### src/rtl/pwm_pkg.sv
// Shared types and reset constants for the PWM core and its step-detect helper.
package pwm_pkg;

    localparam int CNT_W_DFLT = 8;

    localparam logic [CNT_W_DFLT-1:0] PERIOD_RST = '1;
    localparam logic [CNT_W_DFLT-1:0] DUTY_RST   = '0;

    typedef enum logic {
        IDLE = 1'b0,
        RUN  = 1'b1
    } state_t;

endpackage

### src/rtl/pwm_if.sv
// Control/status bundle between a PWM consumer and pwm_core.
interface pwm_if #(
    parameter int CNT_W = 8
) ();

    logic             en;
    logic             tick_in;
    logic [CNT_W-1:0] duty_in;
    logic [CNT_W-1:0] period_in;
    logic             load;
    logic             load_ack;
    logic             pwm_out;
    logic             period_end;

    modport master (
        output en, tick_in, duty_in, period_in, load,
        input  load_ack, pwm_out, period_end
    );

    modport slave (
        input  en, tick_in, duty_in, period_in, load,
        output load_ack, pwm_out, period_end
    );

endinterface

### src/rtl/pwm_core_edge_rise.sv
// Rising-edge detector: turns a same-domain level (e.g. a divider output) into a one-cycle step.
module edge_rise (
    input  logic clk,
    input  logic rst_n,
    input  logic level,
    output logic rise
);

    logic level_q;

    always_ff @(posedge clk or negedge rst_n) begin
        if (!rst_n) level_q <= 1'b0;
        else        level_q <= level;
    end

    assign rise = level & ~level_q;

endmodule

### src/rtl/pwm_core.sv
// PWM generator stepped by divider edges; period/duty are shadow-buffered and
// only take effect at RUN entry or at a period wrap.
module pwm_core
    import pwm_pkg::*;
#(
    parameter int CNT_W = CNT_W_DFLT
) (
    input logic  clk,
    input logic  rst_n,
    pwm_if.slave bus
);

    state_t           state_q, state_d;
    logic             step;
    logic             commit;
    logic             wrap;
    logic [CNT_W-1:0] cnt_q;
    logic [CNT_W-1:0] duty_act, period_act;
    logic [CNT_W-1:0] duty_pend, period_pend;
    logic             pend_valid;
    logic             pwm_q, period_end_q, load_ack_q;

    edge_rise u_step (
        .clk   (clk),
        .rst_n (rst_n),
        .level (bus.tick_in),
        .rise  (step)
    );

    always_comb begin
        state_d = state_q;
        commit  = 1'b0;
        wrap    = 1'b0;
        case (state_q)
            IDLE: begin
                if (bus.en) begin
                    state_d = RUN;
                    commit  = pend_valid;
                end
            end
            RUN: begin
                // Disable wins over a coincident wrap; pending stays for the next start.
                if (!bus.en) begin
                    state_d = IDLE;
                end else if (step && (cnt_q == period_act)) begin
                    wrap   = 1'b1;
                    commit = pend_valid;
                end
            end
            default: state_d = IDLE;
        endcase
    end

    always_ff @(posedge clk or negedge rst_n) begin
        if (!rst_n) state_q <= IDLE;
        else        state_q <= state_d;
    end

    always_ff @(posedge clk or negedge rst_n) begin
        if (!rst_n) begin
            cnt_q        <= '0;
            pwm_q        <= 1'b0;
            period_end_q <= 1'b0;
            load_ack_q   <= 1'b0;
        end else begin
            period_end_q <= wrap;
            load_ack_q   <= commit;
            if (state_q == RUN && bus.en) begin
                // Compares the pre-update count, so pwm_out trails cnt by one clock.
                pwm_q <= (cnt_q < duty_act);
                if (wrap)      cnt_q <= '0;
                else if (step) cnt_q <= cnt_q + CNT_W'(1);
            end else begin
                cnt_q <= '0;
                pwm_q <= 1'b0;
            end
        end
    end

    // Commit reads the old pending pair; a same-cycle load refills pending.
    always_ff @(posedge clk or negedge rst_n) begin
        if (!rst_n) begin
            duty_act    <= CNT_W'(DUTY_RST);
            period_act  <= CNT_W'(PERIOD_RST);
            duty_pend   <= CNT_W'(DUTY_RST);
            period_pend <= CNT_W'(PERIOD_RST);
            pend_valid  <= 1'b0;
        end else begin
            if (commit) begin
                duty_act   <= duty_pend;
                period_act <= period_pend;
            end
            if (bus.load) begin
                duty_pend   <= bus.duty_in;
                period_pend <= bus.period_in;
                pend_valid  <= 1'b1;
            end else if (commit) begin
                pend_valid <= 1'b0;
            end
        end
    end

    assign bus.pwm_out    = pwm_q;
    assign bus.period_end = period_end_q;
    assign bus.load_ack   = load_ack_q;

endmodule

### src/flat_wrapper.sv
// flat-port wrapper written by rule: the top's interface ports become plain ports
module pwm_core_flat import pwm_pkg::*;
#(
    parameter int CNT_W = CNT_W_DFLT
)
  (clk, rst_n, bus_en, bus_tick_in, bus_duty_in, bus_period_in, bus_load, bus_load_ack, bus_pwm_out, bus_period_end);
  pwm_if #(.CNT_W(CNT_W)) bus_i ();
  input logic clk;
  input logic rst_n;
  input wire logic [$bits(bus_i.en)-1:0] bus_en;
  input wire logic [$bits(bus_i.tick_in)-1:0] bus_tick_in;
  input wire logic [$bits(bus_i.duty_in)-1:0] bus_duty_in;
  input wire logic [$bits(bus_i.period_in)-1:0] bus_period_in;
  input wire logic [$bits(bus_i.load)-1:0] bus_load;
  output wire logic [$bits(bus_i.load_ack)-1:0] bus_load_ack;
  output wire logic [$bits(bus_i.pwm_out)-1:0] bus_pwm_out;
  output wire logic [$bits(bus_i.period_end)-1:0] bus_period_end;
  assign bus_i.en = bus_en;
  assign bus_i.tick_in = bus_tick_in;
  assign bus_i.duty_in = bus_duty_in;
  assign bus_i.period_in = bus_period_in;
  assign bus_i.load = bus_load;
  assign bus_load_ack = bus_i.load_ack;
  assign bus_pwm_out = bus_i.pwm_out;
  assign bus_period_end = bus_i.period_end;
  pwm_core #(.CNT_W(CNT_W)) u_core (.clk(clk), .rst_n(rst_n), .bus(bus_i));
endmodule
### config.mk
export PLATFORM = sky130hd
export DESIGN_NAME = pwm_core_flat
export DESIGN_NICKNAME = d
export VERILOG_FILES = /design/src/rtl/pwm_pkg.sv /design/src/rtl/pwm_if.sv /design/src/rtl/pwm_core_edge_rise.sv /design/src/rtl/pwm_core.sv /design/src/flat_wrapper.sv
export SDC_FILE = /design/constraint.sdc
export NUM_CORES = 1
export LEC_CHECK = 0
export BUFFER_PORTS_ARGS = -buffer_cell sky130_fd_sc_hd__buf_2
export CAP_MARGIN = 40
export CORE_UTILIZATION = 38
export CTS_CLUSTER_SIZE = 16
export DETAILED_ROUTE_END_ITERATION = 6
export SLEW_MARGIN = 20
export SYNTH_ARGS = -nofsm -noshare
export SYNTH_HDL_FRONTEND = slang
export SYNTH_SLANG_ARGS = --single-unit
export TNS_END_PERCENT = 50
### constraint.sdc
create_clock -name clk -period 2.9 [get_ports clk]
set_input_delay 0.87 -clock clk [delete_from_list [all_inputs] [get_ports clk]]
set_output_delay 0.87 -clock clk [all_outputs]
set_load 0.005 [all_outputs]
# == Word-level counts from Yosys, hierarchy flattened ==
# Index checks and enable logic that the tools add are counted.
# word_totals
reg_bits,46
in_bits,21
output_inout_bits,3
elab_cells,35
# op_classes
addsub,1
order_cmp,1
eq_ne,2
mux,14
bitwise_logic,3
n_reduce_logical,3
# op_table
op,count
$mux 8,3
$mux 1,10
$add 8x1->8 const B,1
$eq 8x8->1,1
$lt 8x8->1,1
$ne 3x1->1 const B,1
$logic_and 1x1->1,2
$not 1->1,2
$pmux 1 s2,1
$reduce_bool 2->1,1
$and 1x1->1,1

# == Longest topological paths before layout ==
# Gate-level depths: netlist of the first run.
# depth
ltp_word,8
mapped_depth,7
mapped_depth_nobuf,7

# == Cells and area by module ==
# A second synthesis of the first run with hierarchy kept.
# unflattened
hier_cells,218
area_unflattened_um2,2339.7
# by_module_without_submodules
mod,n_inst,cells_each,area_per_inst_um2,seq_area_each_um2
pwm_core,1,216,2301.0,1146.1
edge_rise,1,2,38.8,25.0

# == Worst setup path before layout of the first run ==
# No wires, ideal clock.
# synth_path
path_type,input to register
from,input port bus_tick_in
to,register u_core.duty_act[0]
setup_ns,0.125
arrival_ns,2.134
required_time_ns,2.775
path_slack_ns,0.641
cell_stages,5
path_buffers,1
cell_sequence,nor2b_1 nand4_2 a21oi_4 buf_12 mux2_4
# synth_via
elab_chain_cells,5
# synth_rtl
item,line,source
"start, declared",flat_wrapper.sv:11,input wire logic [$bits(bus_i.tick_in)-1:0] bus_tick_in;
$and 1x1->1,pwm_core_edge_rise.sv:16,assign rise = level & ~level_q;
$logic_and 1x1->1,pwm_core.sv:45,end else if (step && (cnt_q == period_act)) begin
$mux 1,pwm_core.sv:45,
$mux 1,pwm_core.sv:43,if (!bus.en) begin
$pmux 1 s2,pwm_core.sv:34,case (state_q)
named net u_core.commit,pwm_core.sv:15,logic commit;
"end signal, assigned",pwm_core.sv:83,duty_act <= CNT_W'(DUTY_RST);
"end signal, assigned",pwm_core.sv:90,duty_act <= duty_pend;
"end, declared",pwm_core.sv:18,"logic [CNT_W-1:0] duty_act, period_act;"
# The timed path passes the listed nets, and every way through them passes these cells.
# A chain may end at the register's enable or synchronous reset.

# == Final worst setup path of the first run ==
# layout_path
from,register u_core.cnt_q[2]
to,register u_core.duty_act[5]
# layout_via
elab_chain_cells,5
# layout_rtl
item,line,source
"start, declared",pwm_core.sv:17,logic [CNT_W-1:0] cnt_q;
"start signal, assigned",pwm_core.sv:72,else if (step) cnt_q <= cnt_q + CNT_W'(1);
$eq 8x8->1,pwm_core.sv:45,
$logic_and 1x1->1,pwm_core.sv:45,
$mux 1,pwm_core.sv:45,
$mux 1,pwm_core.sv:43,
$pmux 1 s2,pwm_core.sv:34,
# Every way passes these cells.

==> flow_summary.yaml, run 1 <==
final_layout:
  stdcell_area_um2: 2410
  drive_gt1_share_pct: 46.77
  final_nets: 214
  syn2layout_area_growth_pct: 14.51
  fillers: 497
  num_antenna_cells: 0
  final_cells: 256
  fin_util_pct: 46.30
timing:
  tns_ns: 0
  max_freq_mhz: 445.3
  period_needed_ns: 2.246
  rsz0062_at_grt: "no"
  holdWs_ns: 0.4516
  hold_viol: 0
  slew_violations: 0
  slew_headroom_pct: 74.48
  finalWorstSetupSlack_ns: 0.6542
  finalSetupViolations: 0
  tightest_slew_ns: 0.3828
  fin_worst_skew_ns: 0.009144
  period_share_pct: 77.44
pwr:
  ir_drop_mv: 0.2433
  powerDensity_nw_per_um2: 585.3
  power_mw: 1.410
  leakagePower_nw: 1.111
synthesis:
  synthSimpleGateAreaFrac_pct: 7.432
  synth.top_cell.area_share_pct: 35.67
  yosys.area.top_type: "dfrtp_1"
  synth_mux_area_share_pct: 18.73
  avgSynthCellArea_um2: 13.58
  synthXorXnorAreaFrac_pct: 4.994
  synth_top_family_by_area: "multiplexers"
  yosys-top-cells-count: "30 x dfrtp_1, 23 x mux2_2, 16 x dfstp_2, 10 x xor2_1, 9 x mux2_4"
  synth_seq_cells: 46
  synth_compound_area_share_pct: 5.529
  yosysSeqAreaShare_pct: 55.65
  syn_area_um2: 2105
  synth_cell_types: 32
  synthesis.nets: 184
  synth_ff_type: "dfrtp_1"
  synth_async_sr_flop_share_pct: 100.0
  synth_cells: 155
  synth_edf_count: 0
  synth_warnings: 0
  synth_fa_ha_area_share_pct: 4.756
  synth_area_leaders: "dfrtp_1 36%, dfstp_2 20%, mux2_2 12%"
  synth.most_common_cell: "dfrtp_1"
setup_path:
  critPathLaunchType: "flop"
  path_cells: "xor2_1 -> nor4_2 -> nand4_2 -> a21oi_4 -> buf_4 -> mux2_2"
  crit_end: "u_core.duty_act[5]"
  slowest_delay_ns: 0.49
  path_depth: 6
  crit_slowest_cell: "dfrtp_1"
  arrival_ns: 2.43
  critPathLaunch: "u_core.cnt_q[2]"
  cp_num_buf_inv: 1
  crit_path_end_kind: "flop"
  r2r-start: "u_core.cnt_q[2]"
  worst_ep_required_time_ns: 3.09
  reg2reg_depth: 6
  cp_max_fo: 17
  worst_r2r_endpoint: "u_core.duty_act[5]"
  crit_family: "simple AND/OR/NAND/NOR gates"
  crit_type: "reg2reg"
  r2r_setup_slack_ns: 0.65
global_route:
  globalRouteTotalUtil_pct: 13.60
  grt_pass1_vias: 1291
  met2_usage_pct: 22.70
  grt_use_met3_pct: 4.072
  grt_max_degree: 40
  met1_usage_pct: 16.46
  antenna_found_initial: 0
  grt.busiest_layer: "met2"
  grt_pass1_wl_mm: 6.147
  gr-total-overflow: 0
clock_tree:
  postCtsHoldBufs: 0
  htree_levels: 2
  clk_path_buf_depth: 2
  cts-resized-gates: 0
  cts_root_buffer: "clkbuf_8"
  tritoncts: "built"
  path_clk_slew_ns: 0.08
  clock_latency_ns: 0.30
  cts_buffers: 5
  numClockSinks: 46
  cts_setup_buffers: 0
detailed_routing:
  wl_per_cell_um: 13.78
  dr_total_vias: 1255
  via_per_inst: 4.902
  first_pass_iters: 4
  ant_nets: 0
  wirelength_mm: 3.527
  drt_iter0_markers: 36
  drc: 0
worst_hold_path:
  hp-class: "in2async"
job:
  drv_cap: 0
die:
  row_count: 26
  fp.dieW_um: 76.42
  die-height_um: 76.42
  ioPinCount: 24
  die_area_um2: 5840
  initial_core_util_pct: 40.43
  core_um2: 5205
placement:
  gp_congestion: 0.7969
  dpl.cell_count: 247
  pre_cts_slack_ns: 0.3530
  placed_area_um2: 2298
  place_hpwl_mm: 2.574
  port_buffers: 23
status:
  status: "finished, final reports clean"
cell type report:
type | instances | area [µm²] | area share, %
sequential | 46 | 1171 | 48.60
clock inverter | 1 | 5.005 | 0.2077
multi-input combinational | 97 | 872.1 | 36.19
timing repair buffer | 27 | 157.7 | 6.542
tap | 70 | 87.58 | 3.634
clock buffer | 7 | 86.33 | 3.583
inverter | 8 | 30.03 | 1.246
layer usage:
metal	part of all wire [%]	up-vias	wire [µm]
met5	0	-	0
li1	-	598	-
met1	45	619	1575
met2	50	30	1749
met4	1.7	0	61
met3	4.0	8	140
report_power, final:
part           leakage, nW  switching (mW)  internal, mW
Combinational        0.522          0.0845         0.129
Sequential           0.541          0.0512         0.750
Clock               0.0482           0.204         0.192
Total                 1.11           0.339          1.07
flip-flops by register name (all words and copies together) (netlist names):
| register | cells |
|---|---|
| u_core.cnt_q | 8 |
| u_core.duty_act | 8 |
| u_core.duty_pend | 8 |
| u_core.period_act | 8 |
| u_core.period_pend | 8 |
| u_core.bus.load_ack | 1 |
| u_core.bus.period_end | 1 |
| u_core.bus.pwm_out | 1 |
| u_core.pend_valid | 1 |
| u_core.state_q | 1 |
| u_core.u_step.level_q | 1 |
cells by family after synthesis:
family	count (synthesis)
buffers and inverters	12
multiplexers	32
AND/OR/NAND/NOR	29
flip-flops	46
AO/OA/AOI/OAI	16
adder cells (fa/ha/maj)	8
XOR/XNOR	12
cell usage in the layout (no fill, tap or decap), types with 3 or more instances in the layout:
cell type	n
dfrtp_1	30
mux2_2	23
buf_2	23
dfstp_2	16
xor2_1	10
mux2_4	9
inv_1	8
ha_1	8
nand3_1	7
nand2_1	6
clkbuf_8	6
nor2_1	5
a21oi_1	5
buf_4	3
worst min-delay path by stage:
stage,from,to,slack [ns]
after global placement,u_core.duty_pend[6],u_core.duty_act[6],0.49
after global routing,rst_n,u_core.duty_pend[6],0.45
after detailed placement,u_core.duty_act[2],u_core.duty_act[2],0.50
after CTS,u_core.duty_pend[1],u_core.duty_act[1],0.52
final,rst_n,u_core.duty_pend[6],0.45
after floorplan,u_core.duty_pend[5],u_core.duty_pend[5],0.47
(Power assumes the default switching activity.)
==> run 2, diff against run 1 <==
==> constraint.sdc (replaced) <==
create_clock -name clk -period 1.9 [get_ports clk]
set_input_delay 0.57 -clock clk [delete_from_list [all_inputs] [get_ports clk]]
set_output_delay 0.57 -clock clk [all_outputs]
set_load 0.005 [all_outputs]
==> run 2 against run 1 <==
Net effect:
- critical path type unchanged
- die area stayed put
- utilization is 1.6 points higher
- setup slack lost 0.62 ns
- highest routed layer unchanged
- clock skew grew 0.00074 ns
- critical endpoint is now u_core.duty_act[7]
- register-to-register slack got worse by 0.62 ns
- sequential share of layout area is 1.6 points lower
- non-clock buffer count increased by 8
- combinational power up 61%
==> flow_summary.yaml, run 2 (synthesized netlist as in run 1, its figures left out) <==
job:
  drv_cap: 0
detailed_routing:
  dr_total_vias: 1273
  ant_nets: 0
  first_pass_iters: 4
  wirelength_mm: 3.750
  via_per_inst: 4.822
  drt_iter0_markers: 70
  drc: 0
  wl_per_cell_um: 14.20
clock_tree:
  clock_latency_ns: 0.30
  cts_root_buffer: "clkbuf_8"
  cts_buffers: 5
  htree_levels: 2
  numClockSinks: 46
  tritoncts: "built"
  postCtsHoldBufs: 0
  clk_path_buf_depth: 2
  path_clk_slew_ns: 0.08
timing:
  slew_violations: 0
  max_freq_mhz: 535.4
  tightest_slew_ns: 0.3779
  period_needed_ns: 1.868
  rsz0062_at_grt: "yes"
  slew_headroom_pct: 74.81
  hold_viol: 0
  finalSetupViolations: 0
  period_share_pct: 98.30
  fin_worst_skew_ns: 0.009883
placement:
  place_hpwl_mm: 2.733
  gp_congestion: 0.8573
  port_buffers: 23
  placed_area_um2: 2391
  dpl.cell_count: 256
pwr:
  powerDensity_nw_per_um2: 878.5
  ir_drop_mv: 0.4482
  power_mw: 2.191
  leakagePower_nw: 1.163
setup_path:
  worst_ep_required_time_ns: 2.09
  crit_slowest_cell: "dfstp_2"
  path_cells: "xor2_1 -> nor4_2 -> nand4_2 -> a21oi_4 -> buf_12 -> mux2_4"
  cp_num_buf_inv: 1
  crit_type: "reg2reg"
  critPathLaunchType: "flop"
  crit_family: "flip-flops"
  arrival_ns: 2.05
  slowest_delay_ns: 0.54
  crit_path_end_kind: "flop"
  cp_max_fo: 17
final_layout:
  drive_gt1_share_pct: 49.48
  final_cells: 264
  syn2layout_area_growth_pct: 18.49
  layout_commonest_cell: "dfrtp_1"
  final_nets: 222
  fillers: 498
  stdcell_area_um2: 2494
  final_cell_mix: "30 x dfrtp_1, 23 x buf_2, 21 x mux2_2"
  num_antenna_cells: 0
die:
  ioPinCount: 24
  die_area_um2: 5840
  core_um2: 5205
  fp.dieW_um: 76.42
  row_count: 26
  initial_core_util_pct: 40.43
  die-height_um: 76.42
global_route:
  gr-total-overflow: 0
  antenna_found_initial: 0
  grt_pass1_vias: 1320
  globalRouteTotalUtil_pct: 14.69
  grt_max_degree: 47
  grt_pass1_wl_mm: 6.651
status:
  status: "finished, final reports clean"
worst_hold_path:
  hp-class: "in2async"
## run 2: layer usage
metal	global-route usage [%]	share of wire (%)
met3	4.551	4.2
met1	19.69	46
met4	6.154	2.2
met5	0	0
met2	21.89	47
## run 2: worst paths after layout
check,startpoint,end,slack [ns],cells past startpoint
setup / recovery,u_core.period_act[6],u_core.duty_act[7],0.03,6
hold / removal,rst_n,u_core.duty_pend[6],0.24,2
setup reg to reg,u_core.period_act[6],u_core.duty_act[7],0.03,6
hold reg to reg,u_core.duty_pend[5],u_core.duty_act[5],0.51,1
max in group asynchronous,rst_n,u_core.period_act[1],1.38,2
min in group clk,bus_tick_in,u_core.u_step.level_q,0.40,1
## run 2: where the power goes
part	total [mW]	switching, mW	internal [mW]
logic	0.343	0.136	0.207
clock network	0.625	0.332	0.293
registers	1.22	0.0777	1.14
## run 2: cell type report
class	instances	area [µm²]	share of cell area [%]
Inverter	8	30.03	1.204
Multi-Input combinational cell	97	879.6	35.27
Clock buffer	6	82.58	3.312
Timing Repair Buffer	35	230.2	9.232
Clock inverter	2	12.51	0.5018
Sequential cell	46	1171	46.96
Tap cell	70	87.58	3.512
## run 2: through the flow
step / worst slack (ns) / utilization, % / TNS, ns / hold slack, ns
after global placement: 0.02716 / 45.94 / 0 / 0.4917
final: 0.03227 / 47.91 / 0 / 0.2358
after detailed placement: -0.002087 / 45.94 / -0.002087 / 0.4928
after CTS: -0.008022 / 47.76 / -0.01512 / 0.2409
after global routing: -0.09434 / 47.91 / -1.224 / 0.2356
after floorplan: -0.07927 / - / -0.5883 / 0.2744
## run 2: timing repair
item / CTS / global route
pin swaps: 0 / 0
buffers inserted: 0 / 0
resized for setup: 0 / 2
endpoints found under the setup margin: 2 / 16
==> run 3, diff against run 2 <==
--- a/config.mk
+++ b/config.mk
@@ -5,8 +5,10 @@
 export SDC_FILE = /design/constraint.sdc
 export NUM_CORES = 1
 export LEC_CHECK = 0
+export ABC_AREA = 1
 export BUFFER_PORTS_ARGS = -buffer_cell sky130_fd_sc_hd__buf_2
 export CAP_MARGIN = 40
+export CORE_MARGIN = 4
 export CORE_UTILIZATION = 38
 export CTS_CLUSTER_SIZE = 16
 export DETAILED_ROUTE_END_ITERATION = 6
==> run 3 against run 2 <==
Net effect:
- cell area rose by 1.1%
- final cell count rose by 33%
- clock-buffer cell count stayed put
- total power rose by 2.8%
- global-route usage decreased by 1.8 points
==> flow_summary.yaml, run 3 <==
setup_path:
  slowest_delay_ns: 0.54
  crit_slowest_cell: "dfstp_2"
  reg2reg_depth: 11
  path_common_cell: "nand2_1"
  critPathLaunch: "u_core.period_act[6]"
  r2r_setup_slack_ns: 0.16
  crit_type: "reg2reg"
  crit_path_end_kind: "flop"
  arrival_ns: 1.93
  cp_max_fo: 17
  crit_family: "simple AND/OR/NAND/NOR gates"
  worst_r2r_endpoint: "u_core.duty_act[7]"
  cp_num_buf_inv: 1
  path_cells: "inv_1 -> nand2_1 -> nand2_1 -> nor2_1 -> nand2_1 -> nor2_2 -> nand2_4 -> nand2_8 -> nand3_4 -> nand2_1 -> nand2_1"
  critPathLaunchType: "flop"
  path_depth: 11
  crit_end: "u_core.duty_act[7]"
  r2r-start: "u_core.period_act[6]"
  worst_ep_required_time_ns: 2.10
global_route:
  grt_pass1_vias: 1612
  globalRouteTotalUtil_pct: 12.85
  gr-total-overflow: 0
  grt_max_degree: 47
  antenna_found_initial: 0
  grt_pass1_wl_mm: 7.369
synthesis:
  avgSynthCellArea_um2: 8.744
  synth_cells: 253
  synth_edf_count: 0
  synth_area_leaders: "dfrtp_1 34%, dfstp_2 19%, nand2_1 18%"
  synth_async_sr_flop_share_pct: 100.0
  syn_area_um2: 2212
  yosys.area.top_type: "dfrtp_1"
  synth.most_common_cell: "nand2_1"
  synth_ff_type: "dfrtp_1"
  synth_cell_types: 27
  synth_seq_cells: 46
  yosysSeqAreaShare_pct: 52.94
  synth_warnings: 0
  synth.top_cell.area_share_pct: 33.94
  yosys-top-cells-count: "104 x nand2_1, 30 x dfrtp_1, 19 x nand4_1, 18 x inv_1, 16 x dfstp_2"
  synthesis.nets: 282
pwr:
  ir_drop_mv: 0.3910
  leakagePower_nw: 1.276
  pwr-share-seq_pct: 53.2
  power_frac_clock_pct: 32.3
  combPwrFrac_pct: 14.4
  powerDensity_nw_per_um2: 893.7
  switching_power_mw: 0.6048
  p_int_mw: 1.647
  swShare_pct: 26.85
final_layout:
  drive_gt1_share_pct: 21.51
  final_nets: 307
  fin_util_pct: 45.21
  syn2layout_area_growth_pct: 13.91
  num_antenna_cells: 0
  layout_commonest_cell: "nand2_1"
  fillers: 565
  final_cell_mix: "104 x nand2_1, 30 x dfrtp_1, 23 x buf_2"
detailed_routing:
  drc: 0
  via_per_inst: 4.618
  drt_iter0_markers: 58
  wirelength_mm: 4.142
  first_pass_iters: 4
  dr_total_vias: 1621
  wl_per_cell_um: 11.80
  ant_nets: 0
timing:
  slew_violations: 0
  period_needed_ns: 1.737
  tightest_slew_ns: 0.6107
  holdWs_ns: 0.2343
  max_freq_mhz: 575.7
  fin_worst_skew_ns: 0.004617
  rsz0062_at_grt: "no"
  finalSetupViolations: 0
  slew_headroom_pct: 59.29
  period_share_pct: 91.42
  hold_viol: 0
  tns_ns: 0
clock_tree:
  numClockSinks: 46
  cts_setup_buffers: 0
  postCtsHoldBufs: 0
  cts_root_buffer: "clkbuf_8"
  clock_latency_ns: 0.30
  cts_buffers: 5
  clk_path_buf_depth: 2
  tritoncts: "built"
  htree_levels: 2
  path_clk_slew_ns: 0.09
  cts-resized-gates: 0
die:
  row_count: 27
  initial_core_util_pct: 39.69
  die_area_um2: 7106
  core_um2: 5574
  fp.dieW_um: 84.30
  die-height_um: 84.30
  ioPinCount: 24
worst_hold_path:
  hp-class: "in2async"
placement:
  gp_congestion: 0.7757
  place_hpwl_mm: 2.944
  port_buffers: 23
status:
  status: "finished, final reports clean"
job:
  drv_cap: 0
==> run 3: cell types whose count changed after synthesis, moves of 3 or more <==
cell	change
inv_1	+10
nor2_1	+7
mux2_2	-23
nand4_1	+18
nor2_2	+3
xor2_1	-7
clkbuf_1	+3
nand2_1	+98
mux2_4	-9
o21ai_0	+3
xnor2_1	+4
==> run 3: through the flow <==
step	total power, mW	std cells	setup slack, ns	area [µm²]
after detailed placement	1.548	343	0.07198	2410
after CTS	2.282	351	0.1480	2520
after global routing	2.382	351	0.01349	2520
after floorplan	1.435	253	0.3013	2212
final	2.252	351	0.1630	2520
after global placement	1.538	343	0.1261	2410
==> run 3: worst register-to-register path: stages, from the launching register on <==
cell     delay (ns)
dfstp_2        0.54
inv_1          0.04
nand2_1        0.04
nand2_1        0.05
nor2_1         0.12
nand2_1        0.09
nor2_2         0.13
nand2_4        0.11
nand2_8        0.12
nand3_4        0.19
nand2_1        0.14
nand2_1        0.05
==> run 3: how the worst min path moves through the flow <==
| stage | from | to | slack [ns] | cells past startpoint |
|---|---|---|---|---|
| after global routing | rst_n | u_core.bus.load_ack | 0.26 | 2 |
| after detailed placement | u_core.period_pend[1] | u_core.period_pend[1] | 0.46 | 2 |
| after global placement | u_core.period_pend[6] | u_core.period_pend[6] | 0.45 | 2 |
| final | rst_n | u_core.u_step.level_q | 0.23 | 2 |
| after CTS | rst_n | u_core.duty_pend[4] | 0.24 | 2 |
| after floorplan | rst_n | u_core.bus.load_ack | 0.27 | 0 |
==> run 3: area by class of cell <==
| cell class | instances | area (µm²) | share of cell area, % |
|---|---|---|---|
| flip-flops and latches | 46 | 1171 | 46.47 |
| multi-input cells | 178 | 915.9 | 36.35 |
| inverters | 20 | 75.07 | 2.979 |
| well taps | 72 | 90.09 | 3.575 |
| repair buffers | 27 | 157.7 | 6.256 |
| clock buffers | 6 | 72.57 | 2.880 |
| clock inverters | 2 | 37.54 | 1.490 |
==> run 3: logic make-up (layout without fill, tap and decap cells) <==
logic type / count (synthesis) / count (layout) / synth area share (%)
AO/OA/AOI/OAI: 11 / 11 / 2.715
XOR/XNOR: 9 / 9 / 3.564
adder cells (fa/ha/maj): 8 / 8 / 4.525
buffers and inverters: 29 / 55 / 5.655
flip-flops: 46 / 46 / 52.94
AND/OR/NAND/NOR: 150 / 150 / 30.60
==> run 3: metal layers <==
layer | GRT usage (%) | routed length [µm] | part of all wire [%] | vias up
met5 | 0 | 0 | 0 | -
met1 | 16.62 | 2044 | 49 | 738
met3 | 3.042 | 163 | 3.9 | 6
met2 | 20.44 | 1850 | 45 | 25
met4 | 5.702 | 83 | 2.0 | 0
li1 | - | - | - | 852
==> run 3: power groups by stage <==
stage / Sequential (mW) / Combinational, mW / Clock [mW]
detailed placement: 1.22 / 0.330 / 0
CTS: 1.20 / 0.333 / 0.749
global placement: 1.22 / 0.320 / 0
floorplan: 1.19 / 0.246 / 0
global route: 1.21 / 0.387 / 0.781
finish: 1.20 / 0.325 / 0.729
